==> src/rtl/cache_pkg.sv <==
// Shared L1 cache definitions: geometry defaults, sequencer states and maintenance modes.
package cache_pkg;

  localparam int unsigned DEF_IDX_BITS = 13;
  localparam int unsigned DEF_WAYS     = 4;

  typedef enum logic [2:0] {
    IDLE,
    RD,
    CHK,
    WB,
    UPD,
    DONE
  } seq_state_t;

  // Mode bits are {flush, inval}, matching the start pulses.
  typedef logic [1:0] mode_t;
  localparam mode_t M_NONE        = 2'b00;
  localparam mode_t M_INVAL       = 2'b01;
  localparam mode_t M_FLUSH       = 2'b10;
  localparam mode_t M_FLUSH_INVAL = 2'b11;

endpackage

==> src/rtl/first_set4.sv <==
// Lowest-set-bit picker for a 4-way mask.
module first_set4 (
  input  logic [3:0] mask,
  output logic [1:0] way,
  output logic       any
);

  always_comb begin
    way = 2'd0;
    any = |mask;
    if (mask[0])      way = 2'd0;
    else if (mask[1]) way = 2'd1;
    else if (mask[2]) way = 2'd2;
    else if (mask[3]) way = 2'd3;
  end

endmodule

==> src/rtl/cache_flush_seq.sv <==
// Whole-cache flush/invalidate walker: reads each set's valid/dirty bits,
// writes back dirty lines one way at a time, then clears the bits.
module cache_flush_seq
  import cache_pkg::*;
#(
  parameter int unsigned IDX_BITS = DEF_IDX_BITS,
  parameter int unsigned WAYS     = DEF_WAYS,
  parameter int unsigned CNT_BITS = IDX_BITS + 3
) (
  input  logic                clk,
  input  logic                reset,
  input  logic                start_flush,
  input  logic                start_inval,
  output logic                busy,
  output logic                done,
  output logic                arr_rd_en,
  output logic [IDX_BITS-1:0] arr_idx,
  input  logic [WAYS-1:0]     val_bits,
  input  logic [WAYS-1:0]     mod_bits,
  output logic                wb_req,
  output logic [1:0]          wb_way,
  output logic [IDX_BITS-1:0] wb_idx,
  input  logic                wb_ack,
  output logic                bit_wr_en,
  output logic [WAYS-1:0]     clr_val_mask,
  output logic [WAYS-1:0]     clr_mod_mask,
  output logic [CNT_BITS-1:0] wb_count
);

  localparam logic [IDX_BITS-1:0] IDX_LAST = '1;
  localparam logic [CNT_BITS-1:0] CNT_MAX  = '1;
  localparam logic [WAYS-1:0]     ALL_WAYS = '1;

  seq_state_t          state_q, state_n;
  logic [IDX_BITS-1:0] idx_q, idx_n;
  mode_t               mode_q, mode_n;
  logic [WAYS-1:0]     pend_q, pend_n;
  logic [WAYS-1:0]     done_mask_q, done_mask_n;
  logic [CNT_BITS-1:0] wb_count_n;
  logic [WAYS-1:0]     way_oh;
  logic [1:0]          nxt_way;
  logic                nxt_any;
  logic                start_any;

  assign start_any = start_flush | start_inval;

  // Pending/completed way masks and writeback counter.
  always_comb begin
    pend_n      = pend_q;
    done_mask_n = done_mask_q;
    wb_count_n  = wb_count;
    way_oh      = WAYS'(1) << wb_way;
    case (state_q)
      IDLE: if (start_any) wb_count_n = '0;
      CHK:  pend_n = mode_q[1] ? (val_bits & mod_bits) : '0;
      WB: begin
        if (wb_ack) begin
          pend_n      = pend_q & ~way_oh;
          done_mask_n = done_mask_q | way_oh;
          if (wb_count != CNT_MAX) wb_count_n = wb_count + CNT_BITS'(1);
        end
      end
      UPD: begin
        pend_n      = '0;
        done_mask_n = '0;
      end
      default: ;
    endcase
  end

  first_set4 u_pick (
    .mask (pend_n),
    .way  (nxt_way),
    .any  (nxt_any)
  );

  // Next-state and walk index.
  always_comb begin
    state_n = state_q;
    idx_n   = idx_q;
    mode_n  = mode_q;
    case (state_q)
      IDLE: begin
        if (start_any) begin
          state_n = RD;
          idx_n   = '0;
          mode_n  = {start_flush, start_inval};
        end
      end
      RD:  state_n = CHK;
      CHK: state_n = nxt_any ? WB : UPD;
      WB:  if (!nxt_any) state_n = UPD;
      UPD: begin
        if (idx_q == IDX_LAST) begin
          state_n = DONE;
        end else begin
          idx_n   = idx_q + IDX_BITS'(1);
          state_n = RD;
        end
      end
      DONE: begin
        state_n = IDLE;
        idx_n   = '0;
      end
      default: state_n = IDLE;
    endcase
  end

  always_ff @(posedge clk or posedge reset) begin
    if (reset) begin
      state_q     <= IDLE;
      idx_q       <= '0;
      mode_q      <= M_NONE;
      pend_q      <= '0;
      done_mask_q <= '0;
    end else begin
      state_q     <= state_n;
      idx_q       <= idx_n;
      mode_q      <= mode_n;
      pend_q      <= pend_n;
      done_mask_q <= done_mask_n;
    end
  end

  // Outputs are registered from next-state values so they line up with the state they describe.
  always_ff @(posedge clk or posedge reset) begin
    if (reset) begin
      busy         <= 1'b0;
      done         <= 1'b0;
      arr_rd_en    <= 1'b0;
      arr_idx      <= '0;
      wb_req       <= 1'b0;
      wb_way       <= 2'd0;
      wb_idx       <= '0;
      bit_wr_en    <= 1'b0;
      clr_val_mask <= '0;
      clr_mod_mask <= '0;
      wb_count     <= '0;
    end else begin
      busy         <= (state_n != IDLE);
      done         <= (state_n == DONE);
      arr_rd_en    <= (state_n == RD);
      arr_idx      <= idx_n;
      wb_req       <= (state_n == WB);
      wb_way       <= (state_n == WB) ? nxt_way : 2'd0;
      wb_idx       <= idx_n;
      bit_wr_en    <= (state_n == UPD);
      clr_val_mask <= ((state_n == UPD) && (mode_n != M_FLUSH)) ? ALL_WAYS : '0;
      clr_mod_mask <= (state_n != UPD)  ? '0 :
                      (mode_n == M_FLUSH) ? done_mask_n : ALL_WAYS;
      wb_count     <= wb_count_n;
    end
  end

endmodule
==> config.mk <==
export PLATFORM = sky130hd
export DESIGN_NAME = cache_flush_seq
export DESIGN_NICKNAME = d
export VERILOG_FILES = /design/src/rtl/cache_pkg.sv /design/src/rtl/first_set4.sv /design/src/rtl/cache_flush_seq.sv
export SDC_FILE = /design/constraint.sdc
export NUM_CORES = 1
export LEC_CHECK = 0
export ABC_AREA = 1
export CAP_MARGIN = 20
export CORE_MARGIN = 2
export CORE_UTILIZATION = 63
export DETAILED_ROUTE_END_ITERATION = 8
export DONT_BUFFER_PORTS = 1
export PLACE_DENSITY = 0.8
export SYNTH_ARGS = -nofsm -noshare
export SYNTH_HDL_FRONTEND = slang
export SYNTH_SLANG_ARGS = --single-unit
==> constraint.sdc <==
create_clock -name clk -period 2.25 [get_ports clk]
set_clock_uncertainty 0.1 [all_clocks]
set_input_delay 0.45 -clock clk [delete_from_list [all_inputs] [get_ports clk]]
set_output_delay 0.45 -clock clk [all_outputs]
set_load 0.02 [all_outputs]
# == Word-level counts from Yosys, hierarchy flattened ==
# Index checks and enable logic that the tools add are counted.
# totals
register_bits,57
in_bits,13
out_inout_bits,57
wordCells,75
# classes
addsub,2
eq_ne,18
shift,1
mux,27
bitwise_logic,5
n_reduce_logical,8
# ops
op,n
$mux 16,3
$pmux 13 s3,1
$pmux 16 s2,1
$mux 13,2
$mux 4,6
$add 16x1->16 const B,1
$ne 16x16->1 const B,1
$pmux 3 s5,1
$mux 2,7
$add 13x1->13 const B,1
$eq 13x13->1 const B,1
$eq 3x3->1 const B,4
$mux 3,4
$pmux 4 s3,1
$ne 2x2->1 const B,5
$eq 3x2->1 const B,3
$and 4x4->4,2
$pmux 4 s2,1
$eq 3x1->1 const B,2
$reduce_bool 3->1,2
$not 4->4,1
$or 4x4->4,1
$reduce_and 4->1,1
$reduce_or 4->1,1
other kinds (8),8

# == Depth between registers and ports, before layout ==
# Gate-level depths: netlist of the first run.
# logic_depth
word_depth,11
depth_mapped,12
ltp_nobuf,12

# == Modules after synthesis ==
# Synthesis of the first run repeated with hierarchy kept, for this count alone.
# hier_totals
cells_unflattened,393
hier_area_um2,3095.5
# modules_own_cells
module,instances,cells_each,area_per_inst_um2,seq_area_each_um2
cache_flush_seq,1,385,3059.2,1351.3
first_set4,1,8,36.3,0.0

# == Worst setup path before layout of the first run ==
# OpenSTA, ideal clock, no wires.
# synth_timing
path_type,register to register
start,"reg, netlist name wb_idx[0]"
end,reg wb_idx[3]
setup_time_ns,0.122
t_arrival_ns,1.664
required_time_ns,2.028
setup_slack_ns,0.364
stages_incl_launch_ff,9
n_path_buf,0
period_less_slack_ns,1.886
cell_sequence,dfrtp_1 -> ha_1 -> nand3_1 -> nor3_1 -> nand4_1 -> nand2_2 -> inv_2 -> nand4_1 -> o21ai_1
# synth_rtl
item,line,rtl
to (signal assigned),cache_flush_seq.sv:146,wb_idx <= idx_n;
to (decl),cache_flush_seq.sv:22,"output logic [IDX_BITS-1:0] wb_idx,"

# == Worst setup path in the final report of the first run ==
# layout_timing
start,reg wb_count[0]
end,reg wb_count[2]
# layout_between
elab_chain_cells,4
word_cells_on_any_way,7
cone_classes,add/sub: 1; eq/ne: 2; mux: 3; reduce/logical: 1
# layout_lines
item,line,rtl
from (decl),cache_flush_seq.sv:27,output logic [CNT_BITS-1:0] wb_count
from (signal assigned),cache_flush_seq.sv:151,wb_count <= wb_count_n;
$add 16x1->16,cache_flush_seq.sv:60,if (wb_count != CNT_MAX) wb_count_n = wb_count + CNT_BITS'(1);
$mux 16,cache_flush_seq.sv:60,
$mux 16,cache_flush_seq.sv:57,if (wb_ack) begin
$pmux 16 s2,cache_flush_seq.sv:53,case (state_q)
# Parallel ways exist; a longest one is shown, timed or not. The select of a mux whose other input is x is not followed.
# A chain may end at the register's enable or synchronous reset.

==> results.py, run 1 <==
metrics = {
    "run_status": {
        "status": "finished clean",
    },
    "power": {
        "p_leak_uw": 0.00156,
        "ir_drop_v": 0.000864,
        "power.density_nw_per_um2": 1010,
    },
    "worst_setup_path": {
        "cp_common_cell": "nand2_1",
        "reg2reg_depth": 10,
        "critPathKind": "reg2reg",
        "slowest_delay_ps": 420,
        "r2r_end": "wb_count[2]",
        "crit_chain": "ha_1, nand3_1, nor2_2, nand3_1, nand2_1, nand2_1, nand2_1, inv_1, nand2_1, a21oi_1",
        "cp-start-kind": "flip-flop",
        "r2r_start": "wb_count[0]",
        "worstPathMaxFanout": 20,
        "slowest_stage": "inv_1",
        "cp.required_ps": 2390,
        "regToRegSetupSlack_ps": 200,
        "worst_setup_path_end_kind": "flip-flop",
        "arrival_ps": 2190,
    },
    "grt": {
        "antenna_found_initial": 0,
        "grt_pass1_vias": 2416,
        "grt_start_max_net_pins": 32,
        "grt-ovfl-total": 0,
        "grt_usage_pct": 26.6,
        "grt_pass1_wl_mm": 11.0,
    },
    "layout": {
        "fill_cells": 361,
        "mostFrequentLayoutCells": "nand2_1, dfrtp_1, inv_1, nand3_1, nor2_1",
        "multiInputGateArea_sq_um": 1310,
        "drive_above_1_share_pct": 14.8,
        "antenna_cells": 0,
        "final_nets": 399,
        "final_cells": 439,
        "area_delta_synth_final_pct": 6.99,
        "final_common_cell": "nand2_1",
        "final-seq-area_sq_um": 1350,
        "finish.utilization_pct": 68.6,
    },
    "die": {
        "num_io_pins": 70,
        "die_area_sq_um": 5310,
        "initial_utilization_pct": 64.1,
        "core_area_sq_um": 4660,
        "dieHeight_microns": 72.9,
        "rows": 25,
        "die_w_microns": 72.9,
    },
    "routing": {
        "drt_iter0_markers": 204,
        "post-route-drc-count": 0,
        "dr.pass1.iters": 5,
        "ant_nets": 0,
        "routed_wl_mm": 6.62,
        "vias": 2537,
        "wl_per_cell_microns": 15.1,
        "via_per_inst": 5.78,
    },
    "clock_network": {
        "clock_latency_ps": 310,
        "cts_made_buffers": 5,
        "cts_buffer_depth": 2,
        "cts_setup_buffers": 0,
        "cts_root_buf": "clkbuf_8",
        "htree_num_levels": 2,
        "cts.sinks": 54,
        "tritoncts": "yes",
        "clk_pin_slew_ps": 100,
    },
    "timing": {
        "max_slew_margin_pct": 62.9,
        "min_period_over_period_pct": 90.9,
        "fin_crit_ps": 2050,
        "drv_slew": 0,
        "rsz0062_at_grt": "no",
        "holdWs_ps": 228,
        "setup_ws_ps": 204,
        "final-setup-viol-count": 0,
        "hold_viol": 0,
        "fin_setup_tns_ps": 0,
        "fmax_ghz": 0.489,
        "tightest_slew_ps": 556,
    },
    "placement": {
        "placed_cells": 430,
        "hpwl_mm": 4.86,
        "gp_congestion": 0.896,
        "pre_cts_ws_ps": 279,
        "io_buffers": 0,
    },
    "min_path": {
        "hold_path.startpoint": "start_inval",
        "hold_class": "in2reg",
        "hold-path-endpoint": "mode_q[0]",
        "whs_path_depth": 2,
    },
    "synth": {
        "netlist_area_sq_um": 2990,
        "syn_inst": 377,
        "synth-seq-cells": 54,
        "ys_warn_count": 0,
        "synth.area.top_cells": "dfrtp_1, nand2_1, nand3_1, inv_1, buf_4",
        "yosysTopAreaCell": "dfrtp_1",
        "synth_top_area_share_pct": 45.2,
        "synth_cell_type_count": 29,
        "avgSynthCellArea_sq_um": 7.93,
        "synth_nets": 392,
        "ys_seq_area_share_pct": 45.2,
    },
    "run": {
        "drv_cap": 0,
    },
}
-- metal layers --
layer	vias to the layer above	share of wire [%]	GRT usage, %
li1	1221	-	-
met1	1197	44	34.5
met2	108	49	43.8
met3	11	5.8	6.35
met4	0	1.2	9.26
met5	-	0	0
-- final cells by class --
type | instances | share of cell area (%)
flip-flops and latches | 54 | 42.3
multi-input cells | 254 | 40.8
repair buffers | 22 | 5.63
inverters | 47 | 5.52
clock buffers | 5 | 2.15
well taps | 54 | 2.11
clock inverters | 3 | 1.49
-- where the power goes --
part           internal, uW  total [uW]  leakage, uW  switching, uW
registers              1150        1350     0.000731            199
clock network           338         679    0.0000587            341
logic                   326        1210     0.000771            881
-- cells by family (layout without fill, tap and decap cells) --
group	count (synthesis)	in the layout	synth area share, %
AOI/OAI and AO/OA	40	40	7.12
xor gates and xnor gates	15	15	4.40
adders and majority gates	2	2	0.837
buffers and inverters	69	77	11.1
DFF	54	54	45.2
and+or+nand+nor	197	197	31.4
-- repair_timing --
item                      in CTS  in global routing
hold buffers                   1                  0
hold endpoints to repair      23                  0
gates resized for setup        0                  0
-- synthesized netlist by cell type --
cell type,instances
nor2_2,2
nor3_1,11
buf_2,4
nor2_4,4
a21oi_1,9
or2_2,1
nand2_4,1
nor2_1,34
nand3_2,3
dfrtp_1,54
inv_2,5
nand4_1,14
nand2_2,8
nand3_4,1
o21ai_0,19
a31o_2,1
o22ai_1,2
o21ai_1,7
nand2_1,79
buf_4,18
a21oi_2,1
and3_1,1
nor4_1,1
xnor2_1,2
o211ai_1,1
inv_1,42
xor2_1,13
nand3_1,37
ha_1,2
-- through the flow --
step | area [sq um] | power [uW]
2_1_floorplan | 2990 | 2310
3_3_place_gp | 3070 | 2520
3_5_place_dp | 3070 | 2570
4_1_cts | 3200 | 3240
5_1_grt | 3200 | 3440
6_report | 3200 | 3230
-- worst max path at each step --
stage                     cells after the start        start          end  slack (ps)
after floorplan                               8    wb_idx[0]    wb_idx[3]         360
after global placement                        8   state_q[1]  wb_count[2]         370
after detailed placement                      8   state_q[1]  wb_count[6]         280
after CTS                                     8   state_q[1]  wb_count[2]         210
after global routing                          8    wb_idx[0]    wb_idx[3]          40
final                                        10  wb_count[0]  wb_count[2]         200
-- worst max-delay path: cells and delay by family, from the launching register on --
family	cells	cell delay, ps
buf+inv	1	420
flops	1	410
simple gates	7	640
fa+ha+maj	1	250
compound gates	1	150
-- flip-flops by register name, summed over array words and instances (netlist names) --
| signal | flops |
|---|---|
| arr_rd_en | 1 |
| bit_wr_en | 1 |
| busy | 1 |
| clr_mod_mask | 4 |
| clr_val_mask | 1 |
| done | 1 |
| done_mask_q | 4 |
| mode_q | 2 |
| pend_q | 4 |
| state_q | 3 |
| wb_count | 16 |
| wb_idx | 13 |
| wb_req | 1 |
| wb_way | 2 |
No activity file was read; power rests on OpenSTA's default activity.
==> inputs of run 2 (changes only) <==
--- a/config.mk
+++ b/config.mk
@@ -11,6 +11,7 @@
 export CORE_UTILIZATION = 63
 export DETAILED_ROUTE_END_ITERATION = 8
 export DONT_BUFFER_PORTS = 1
+export HOLD_SLACK_MARGIN = 0.05
 export PLACE_DENSITY = 0.8
 export SYNTH_ARGS = -nofsm -noshare
 export SYNTH_HDL_FRONTEND = slang
==> results of run 2 <==
Same layout as run 1: the final DEF is identical, and so are final timing and power.
